===== src/rtl/mult_div_unit_if.sv =====
// Pipeline-side bundle for the iterative multiply/divide unit.
// The stall logic drives start/operands; the unit returns status and HI/LO.
interface mult_div_unit_if #(
    parameter int unsigned WIDTH = 32
);
    logic             start;
    logic [1:0]       operation;
    logic [WIDTH-1:0] inputOne;
    logic [WIDTH-1:0] inputTwo;
    logic             busy;
    logic             done;
    logic [WIDTH-1:0] hi;
    logic [WIDTH-1:0] lo;
    logic             divByZero;

    modport master (
        output start, operation, inputOne, inputTwo,
        input  busy, done, hi, lo, divByZero
    );

    modport slave (
        input  start, operation, inputOne, inputTwo,
        output busy, done, hi, lo, divByZero
    );
endinterface


===== src/rtl/mult_div_unit.sv =====
// Iterative MULT/MULTU/DIV/DIVU unit, one bit per clock, results into HI/LO.
// Signed ops run on magnitudes; sign correction happens on the final step.
module mult_div_unit #(
    parameter int unsigned WIDTH = 32
) (
    input  logic           clock,
    input  logic           resetN,
    mult_div_unit_if.slave bus
);
    localparam int unsigned CW = (WIDTH > 1) ? $clog2(WIDTH) : 1;

    typedef enum logic [1:0] {IDLE, RUN, DONE} state_t;

    state_t           state_q, state_d;
    logic [CW-1:0]    cnt_q, cnt_d;
    logic [1:0]       op_q, op_d;
    logic [WIDTH:0]   acc_q, acc_d;
    logic [WIDTH-1:0] q_q, q_d, b_q, b_d;
    logic             negq_q, negq_d, negr_q, negr_d;
    logic             busy_q, busy_d, done_q, done_d, dbz_q, dbz_d;
    logic [WIDTH-1:0] hi_q, hi_d, lo_q, lo_d;

    logic [WIDTH:0]     sum, shifted, diff, acc_s;
    logic [WIDTH-1:0]   q_s, addend, quo, rem;
    logic [2*WIDTH-1:0] prod;
    logic               a_neg, b_neg;
    logic [WIDTH-1:0]   a_mag, b_mag;

    // One shift-add (multiply) or restoring shift-subtract (divide) step
    always_comb begin
        addend  = q_q[0] ? b_q : '0;
        sum     = (WIDTH+1)'(acc_q[WIDTH-1:0]) + (WIDTH+1)'(addend);
        shifted = {acc_q[WIDTH-1:0], q_q[WIDTH-1]};
        diff    = shifted - (WIDTH+1)'(b_q);
        if (op_q[1]) begin
            if (!diff[WIDTH]) begin
                acc_s = diff;
                q_s   = {q_q[WIDTH-2:0], 1'b1};
            end else begin
                acc_s = shifted;
                q_s   = {q_q[WIDTH-2:0], 1'b0};
            end
        end else begin
            acc_s = {1'b0, sum[WIDTH:1]};
            q_s   = {sum[0], q_q[WIDTH-1:1]};
        end
        prod = {acc_s[WIDTH-1:0], q_s};
        if (negq_q) prod = -prod;
        quo = negq_q ? -q_s : q_s;
        rem = negr_q ? -acc_s[WIDTH-1:0] : acc_s[WIDTH-1:0];
    end

    // Next-state and registered-output logic
    always_comb begin
        state_d = state_q;
        cnt_d   = cnt_q;
        op_d    = op_q;
        acc_d   = acc_q;
        q_d     = q_q;
        b_d     = b_q;
        negq_d  = negq_q;
        negr_d  = negr_q;
        busy_d  = 1'b0;
        done_d  = 1'b0;
        dbz_d   = dbz_q;
        hi_d    = hi_q;
        lo_d    = lo_q;

        a_neg = bus.operation[0] & bus.inputOne[WIDTH-1];
        b_neg = bus.operation[0] & bus.inputTwo[WIDTH-1];
        a_mag = a_neg ? -bus.inputOne : bus.inputOne;
        b_mag = b_neg ? -bus.inputTwo : bus.inputTwo;

        case (state_q)
            RUN: begin
                acc_d = acc_s;
                q_d   = q_s;
                if (cnt_q == '0) begin
                    state_d = DONE;
                    done_d  = 1'b1;
                    hi_d    = op_q[1] ? rem : prod[2*WIDTH-1:WIDTH];
                    lo_d    = op_q[1] ? quo : prod[WIDTH-1:0];
                end else begin
                    cnt_d  = cnt_q - 1'b1;
                    busy_d = 1'b1;
                end
            end
            default: begin
                state_d = IDLE;
                if (bus.start) begin
                    op_d   = bus.operation;
                    acc_d  = '0;
                    negq_d = a_neg ^ b_neg;
                    negr_d = a_neg;
                    dbz_d  = 1'b0;
                    // Dividend/multiplier shifts through q; divisor/multiplicand sits in b
                    q_d    = bus.operation[1] ? a_mag : b_mag;
                    b_d    = bus.operation[1] ? b_mag : a_mag;
                    if (bus.operation[1] && (bus.inputTwo == '0)) begin
                        state_d = DONE;
                        done_d  = 1'b1;
                        dbz_d   = 1'b1;
                        hi_d    = bus.inputOne;
                        lo_d    = '1;
                    end else begin
                        state_d = RUN;
                        cnt_d   = CW'(WIDTH - 1);
                        busy_d  = 1'b1;
                    end
                end
            end
        endcase
    end

    always_ff @(posedge clock or negedge resetN) begin
        if (!resetN) begin
            state_q <= IDLE;
            cnt_q   <= '0;
            op_q    <= '0;
            acc_q   <= '0;
            q_q     <= '0;
            b_q     <= '0;
            negq_q  <= 1'b0;
            negr_q  <= 1'b0;
            busy_q  <= 1'b0;
            done_q  <= 1'b0;
            dbz_q   <= 1'b0;
            hi_q    <= '0;
            lo_q    <= '0;
        end else begin
            state_q <= state_d;
            cnt_q   <= cnt_d;
            op_q    <= op_d;
            acc_q   <= acc_d;
            q_q     <= q_d;
            b_q     <= b_d;
            negq_q  <= negq_d;
            negr_q  <= negr_d;
            busy_q  <= busy_d;
            done_q  <= done_d;
            dbz_q   <= dbz_d;
            hi_q    <= hi_d;
            lo_q    <= lo_d;
        end
    end

    assign bus.busy      = busy_q;
    assign bus.done      = done_q;
    assign bus.divByZero = dbz_q;
    assign bus.hi        = hi_q;
    assign bus.lo        = lo_q;
endmodule


===== src/flat_wrapper.sv =====
// flat-port wrapper written by rule: the top's interface ports become plain ports
module mult_div_unit_flat 
#(
    parameter int unsigned WIDTH = 32
)
  (clock, resetN, bus_start, bus_operation, bus_inputOne, bus_inputTwo, bus_busy, bus_done, bus_hi, bus_lo, bus_divByZero);
  mult_div_unit_if #(.WIDTH(WIDTH)) bus_i ();
  input  logic clock;
  input  logic resetN;
  input wire logic [$bits(bus_i.start)-1:0] bus_start;
  input wire logic [$bits(bus_i.operation)-1:0] bus_operation;
  input wire logic [$bits(bus_i.inputOne)-1:0] bus_inputOne;
  input wire logic [$bits(bus_i.inputTwo)-1:0] bus_inputTwo;
  output wire logic [$bits(bus_i.busy)-1:0] bus_busy;
  output wire logic [$bits(bus_i.done)-1:0] bus_done;
  output wire logic [$bits(bus_i.hi)-1:0] bus_hi;
  output wire logic [$bits(bus_i.lo)-1:0] bus_lo;
  output wire logic [$bits(bus_i.divByZero)-1:0] bus_divByZero;
  assign bus_i.start = bus_start;
  assign bus_i.operation = bus_operation;
  assign bus_i.inputOne = bus_inputOne;
  assign bus_i.inputTwo = bus_inputTwo;
  assign bus_busy = bus_i.busy;
  assign bus_done = bus_i.done;
  assign bus_hi = bus_i.hi;
  assign bus_lo = bus_i.lo;
  assign bus_divByZero = bus_i.divByZero;
  mult_div_unit #(.WIDTH(WIDTH)) u_core (.clock(clock), .resetN(resetN), .bus(bus_i));
endmodule

===== config.mk =====
export PLATFORM = sky130hd
export DESIGN_NAME = mult_div_unit_flat
export DESIGN_NICKNAME = d
export VERILOG_FILES = /design/src/rtl/mult_div_unit_if.sv /design/src/rtl/mult_div_unit.sv /design/src/flat_wrapper.sv
export SDC_FILE = /design/constraint.sdc
export NUM_CORES = 1
export LEC_CHECK = 0
export ABC_AREA = 1
export CELL_PAD_IN_SITES_DETAIL_PLACEMENT = 1
export CELL_PAD_IN_SITES_GLOBAL_PLACEMENT = 2
export CORE_MARGIN = 2
export CORE_UTILIZATION = 32
export DETAILED_ROUTE_END_ITERATION = 8
export PLACE_DENSITY_LB_ADDON = 0.1
export REMOVE_ABC_BUFFERS = 1
export SYNTH_ARGS = -nofsm -noshare
export SYNTH_HDL_FRONTEND = slang
export SYNTH_SLANG_ARGS = --single-unit

===== constraint.sdc =====
create_clock -name clock -period 4.9 [get_ports clock]
set_input_delay 0.98 -clock clock [delete_from_list [all_inputs] [get_ports clock]]
set_output_delay 0.98 -clock clock [all_outputs]
set_load 0.01 [all_outputs]

# ---- Yosys cells after proc, flatten, opt, wreduce, memory -nomap -nowiden
# Index checks and enable logic that the tools add are counted.
dict set report word_totals {
  n_memories 0
  in_bits 69
  ram_bits 0
  latch_bits 0
  out_inout_bits 67
  regBits 174
  mem_bits_ro 0
}
dict set report op_classes {
  multipliers 0
  eq_ne 4
  bitwise_logic 4
  order_cmp 0
  shift 0
  div_mod_pow 0
  muxes 42
  n_addsub 8
  n_reduce_logical 8
}
# op n
set op_table {}
lappend op_table {{$mux 32} 24}
lappend op_table {{$neg 32->32} 4}
lappend op_table {{$mux 64} 1}
lappend op_table {{$neg 64->64} 1}
lappend op_table {{$add 32x32->33} 1}
lappend op_table {{$sub 33x32->33} 1}
lappend op_table {{$logic_not 32->1} 1}
lappend op_table {{$mux 5} 4}
lappend op_table {{$mux 1} 9}
lappend op_table {{$mux 2} 4}
lappend op_table {{$reduce_and 3->1} 2}
lappend op_table {{$logic_not 5->1} 1}
lappend op_table {{$sub 5x1->5 const B} 1}
lappend op_table {{$ne 2x2->1 const B} 2}
lappend op_table {{$reduce_bool 2->1} 2}
lappend op_table {{$and 1x1->1} 2}
lappend op_table {{$eq 2x1->1 const B} 1}
lappend op_table {{$ne 2x1->1 const B} 1}
lappend op_table {{$reduce_and 2->1} 1}
lappend op_table {{$logic_and 1x1->1} 1}
lappend op_table {{$not 1->1} 1}
lappend op_table {{$xor 1x1->1} 1}

# ---- Depth between registers and ports, before layout
dict set report logic_depth {
  depth_word 8
  mapped_depth 39
}

# ---- Least setup slack after synthesis
# Ideal clock, no wire load.
dict set report synth_timing {
  path_kind {reg-to-reg}
  startpoint {register u_core.b_q[0]}
  endpoint {register u_core.hi_q[18] (netlist: u_core.bus.hi[18])}
  stages_incl_launch_ff 38
  required_ns 4.783
  n_path_buf 0
  setup_ns 0.117
  t_arrival_ns 3.821
  slack_ns 0.962
  period_less_slack_ns 3.938
  cell_sequence {dfrtp_1 -> ha_1 -> fa_1 -> inv_1 -> nand2_1 -> nand2_1 -> nand3_1 -> nand2_2 -> nand2_2 -> nand2_2 -> nand2_4 -> nand3_2 -> nand2_4 -> nand2_1 -> nand2_2 -> inv_1 -> ha_1 -> inv_1 -> [2 not listed] -> nor2_1 -> nand2_1 -> nor2_1 -> nand4_1 -> nor2_1 -> nand4_1 -> nand2_1 -> nand2_1 -> a21oi_1 -> nand2_1 -> inv_1 -> o21ai_0 -> nand2_1 -> nand2_1 -> nand2_1 -> nand2_1 -> nand2_1 -> nand2_1}
}
dict set report synth_via {
  elab_chain_len 8
}
# element line
set synth_lines {}
lappend synth_lines {{start, declared} mult_div_unit.sv:18} ;# logic [WIDTH-1:0] q_q, q_d, b_q, b_d;
lappend synth_lines {{start signal, assigned} mult_div_unit.sv:122} ;# b_q <= '0;
lappend synth_lines {{start signal, assigned} mult_div_unit.sv:136} ;# b_q <= b_d;
lappend synth_lines {{$sub 33x32->33 / $mux 32 (equally long branches)} {mult_div_unit.sv:34, mult_div_unit.sv:31}}
lappend synth_lines {{$mux 1, or another cell as far along} mult_div_unit.sv:36} ;# if (!diff[WIDTH]) begin
lappend synth_lines {{$mux 32} mult_div_unit.sv:35} ;# if (op_q[1]) begin
lappend synth_lines {{$neg 64->64 / $neg 32->32 (equally long branches)} {mult_div_unit.sv:48, mult_div_unit.sv:50}}
lappend synth_lines {{$mux 64 / $mux 32 (equally long branches)} {mult_div_unit.sv:48, mult_div_unit.sv:50}}
lappend synth_lines {{$mux 32 (*)} mult_div_unit.sv:81} ;# hi_d = op_q[1] ? rem : prod[2*WIDTH-1:WIDTH];
lappend synth_lines {{$mux 32 (*)} mult_div_unit.sv:78} ;# if (cnt_q == '0) begin
lappend synth_lines {{$mux 32 (*)} mult_div_unit.sv:74} ;# case (state_q)
lappend synth_lines {{end signal, assigned} mult_div_unit.sv:142} ;# hi_q <= hi_d;
lappend synth_lines {{end, declared} mult_div_unit.sv:21} ;# logic [WIDTH-1:0] hi_q, hi_d, lo_q, lo_d;
# Mark *: on every way between the ends. The rest lies on a longest branch, timed or not. The select of a mux whose other input is x is not followed.
# A chain may end at the register's enable or synchronous reset.

# ---- Worst setup path in the final report
dict set report layout_timing {
  startpoint {register u_core.acc_q[18]}
  endpoint {register u_core.hi_q[18] (netlist: u_core.bus.hi[18])}
}
dict set report layout_via {
  elab_chain_len 8
}
# element line
set layout_lines {}
lappend layout_lines {{start, declared} mult_div_unit.sv:17} ;# logic [WIDTH:0] acc_q, acc_d;
lappend layout_lines {{start signal, assigned} mult_div_unit.sv:120} ;# acc_q <= '0;
lappend layout_lines {{start signal, assigned} mult_div_unit.sv:134} ;# acc_q <= acc_d;
lappend layout_lines {{$sub 33x32->33} mult_div_unit.sv:34} ;# diff = shifted - (WIDTH+1)'(b_q);
lappend layout_lines {{$mux 1 / $mux 32 (equally long branches)} mult_div_unit.sv:36}
lappend layout_lines {{$mux 32} mult_div_unit.sv:35}
lappend layout_lines {{$neg 64->64 / $neg 32->32 (equally long branches)} {mult_div_unit.sv:48, mult_div_unit.sv:50}}
lappend layout_lines {{$mux 64 / $mux 32 (equally long branches)} {mult_div_unit.sv:48, mult_div_unit.sv:50}}
lappend layout_lines {{$mux 32 (*)} mult_div_unit.sv:81}
lappend layout_lines {{$mux 32 (*)} mult_div_unit.sv:78}
lappend layout_lines {{$mux 32 (*)} mult_div_unit.sv:74}
# Marks and branches as above.

==> impl_metrics.json <==
{
  "htreeDepth": 4,
  "grt_pass1_vias": 20686,
  "dieHeight_um": 236,
  "dp_hpwl_um": 71800,
  "timing.rr.start": "u_core.acc_q[18]",
  "min_from": "u_core.bus.divByZero",
  "netlist_area_um2": 17200,
  "cts_root_buf": "clkbuf_16",
  "critical_path.startpoint_type": "flop",
  "first_iter_violations": 1326,
  "critical_path_class": "reg -> reg",
  "synth_mux_area_share_pct": 0.0583,
  "yosys_register_bits": 173,
  "rr_endpoint": "u_core.bus.hi[18]",
  "synth_xor_area_share_pct": 5.46,
  "cap_violations": 0,
  "met1_length_um": 40100,
  "min_path_cells": 2,
  "hold_class": "reg -> reg",
  "ff2ff_path_depth": 34,
  "fin_hold_ws_ns": 0.486,
  "highest_layer": "met4",
  "slowest_delay_ns": 0.44,
  "synth-async-reset-ratio_pct": 100,
  "drc": 0,
  "status": "complete, no violations",
  "yosysSeqAreaShare_pct": 25.2,
  "clk_path_buf_depth": 2,
  "initial_core_util_pct": 32.5,
  "wl_met3_um": 3440,
  "grt_max_degree": 77,
  "io_pins": 136,
  "syn_area_per_cell_um2": 6.11,
  "routed-wl-met2_um": 42300,
  "drtAntennaViolNets": 0,
  "holdBufCountCts": 0,
  "skew_ns": 0.0151,
  "cp_slowest_cell": "dfrtp_1",
  "synthToLayoutAreaGrowth_pct": 18.3,
  "synth-adder-area-share_pct": 5.34,
  "synth_edf_count": 0,
  "rows": 84,
  "grt_overflow": 0,
  "tightest_slew_ns": 1.11,
  "die_w_um": 236,
  "portBuffers": 135,
  "worstSetupEndpointType": "flop",
  "synthSimpleGateAreaFrac_pct": 36.6,
  "holdPathEnd": "u_core.bus.divByZero",
  "final_max_slew_viol_count": 0,
  "fin_nets": 3096,
  "yosys_warnings": 0,
  "drive_gt1_share_pct": 7.11,
  "crit_fanout": 5,
  "hold_viol_final": 0,
  "cts_tree": "built",
  "grtUsageTotal_pct": 31.8,
  "vias": 19618,
  "cts_buffers": 17,
  "clock_sinks": 173,
  "synthCells": 2810,
  "wl_um": 88400,
  "synth_ff_type": "dfrtp_1",
  "wire_per_inst_um": 24.2,
  "gp_congestion": 0.973,
  "core_area_um2": 52800,
  "period_minus_slack_ns": 4.63,
  "fin_crit_sh_pct": 94.5,
  "clk_latency_ns": 0.48,
  "ys_types": 58,
  "synth_compound_area_share_pct": 16.0,
  "clk_pin_slew_ns": 0.07,
  "crit_top_cell": "nand2_1",
  "worstPathRequired_ns": 5.26,
  "cp.arrival_ns": 5.00,
  "vias_per_cell": 5.37,
  "rrSetupSlack_ns": 0.27,
  "antenna_found_initial": 2,
  "max_freq_ghz": 0.216,
  "grt_pass1_wl_um": 132000,
  "max_slew_margin_pct": 25.9,
  "rsz0062_at_grt": "true",
  "synth_top_family_by_area": "simple AND/OR/NAND/NOR gates",
  "dieArea_um2": 55500,
  "firstDrtPassIters": 5,
  "setup_violations": 0
}
[registers in the layout (all words and copies together), names as in the netlist]
| signal | flops |
|---|---|
| u_core.acc_q | 32 |
| u_core.b_q | 32 |
| u_core.bus.hi | 32 |
| u_core.bus.lo | 32 |
| u_core.q_q | 32 |
| u_core.cnt_q | 5 |
| u_core.state_q | 2 |
| u_core.bus.busy | 1 |
| u_core.bus.divByZero | 1 |
| u_core.bus.done | 1 |
| u_core.negq_q | 1 |
| u_core.negr_q | 1 |
| u_core.op_q | 1 |
[critical path, delay by kind of cell (launching register included)]
family | cells | cell delay, ns
AND/OR/NAND/NOR | 25 | 2.52
AO/OA/AOI/OAI | 4 | 0.80
adder cells (fa/ha/maj) | 2 | 0.54
flip-flops | 1 | 0.44
buffers and inverters | 3 | 0.21
[metal layers]
metal,up-vias,global-route usage (%)
met2,436,54.5
met5,-,0
met4,0,9.71
li1,9328,-
met1,9766,41.9
met3,88,3.30
[Yosys cell counts (13+ instances only)]
cell / n / area, µm²
buf_2: 17 / 85.1
nor2_2: 14 / 87.6
o2111ai_1: 14 / 123
o22ai_1: 46 / 288
nand3_1: 171 / 856
o221ai_1: 18 / 158
dfrtp_1: 173 / 4330
a21oi_1: 138 / 691
inv_1: 394 / 1480
o21ai_0: 153 / 766
nor2_1: 274 / 1030
nor3_1: 32 / 160
clkbuf_1: 57 / 214
nand2_2: 24 / 150
nand4_1: 28 / 175
nand2_1: 899 / 3370
nand3b_1: 16 / 120
buf_1: 13 / 48.8
xnor2_1: 30 / 263
o211ai_1: 13 / 97.6
ha_1: 70 / 876
xor2_1: 77 / 674
[what timing repair did]
action,CTS,global route
resized for setup,0,16
buffers inserted,0,6
setup endpoints to repair,0,26
[final cells by class]
class                   instances  area (µm²)
clock inverters                10         141
inverters                     401        1510
clock buffers                  21         450
flip-flops and latches        173        4340
multi-input cells            2143       11000
well taps                     688         861
diodes                          1        2.50
fillers                      7030       32500
repair buffers                219        2050
[cell usage in the layout, fill, tap and decap left out, types with 13 or more instances in the layout]
cell               n
clkbuf_16         17
nor2_2            19
nand3_1          171
dfrtp_1          169
nor2_1           266
xor2_1            77
a21oi_1          135
o2111ai_1         14
nand4_1           28
nor3_1            32
o22ai_1           46
ha_1              69
o221ai_1          18
inv_1            393
nand2_2           28
o21ai_0          153
nand3b_1          16
clkdlybuf4s50_1  134
nand2_1          895
buf_4             79
xnor2_1           30
o211ai_1          13
[worst max-delay path by stage]
stage	start	endpoint	slack [ns]	depth (start not counted)
after floorplan	u_core.state_q[0]	u_core.bus.hi[7]	-2.24	10
after global placement	u_core.q_q[0]	u_core.bus.hi[29]	0.28	24
final	u_core.acc_q[18]	u_core.bus.hi[18]	0.27	34
after detailed placement	u_core.b_q[9]	u_core.bus.hi[14]	0.20	37
after global routing	u_core.acc_q[18]	u_core.bus.hi[22]	-0.02	32
after CTS	u_core.b_q[9]	u_core.bus.hi[22]	0.15	35
[cells by family after synthesis]
logic type | Yosys count
AND/OR/NAND/NOR | 1500
buffers and inverters | 494
AO/OA/AOI/OAI | 463
flip-flops | 173
XOR/XNOR | 107
adder cells (fa/ha/maj) | 72
multiplexers | 1
[stage by stage]
stage	instances	utilization, %	TNS, ns	worst slack (ns)	cell area, µm²
after floorplan	2717	-	-187.50	-2.24	16700
after global placement	3618	37.2	0	0.281	19600
after detailed placement	3618	37.2	0	0.196	19600
after CTS	3649	38.3	0	0.152	20200
after global routing	3655	38.5	-0.0168	-0.0168	20300
final	3656	38.5	0	0.269	20300
Power is left out: the tool's default activity adds up to more than one toggle a clock period on the data nets, which glitch-free logic cannot reach.
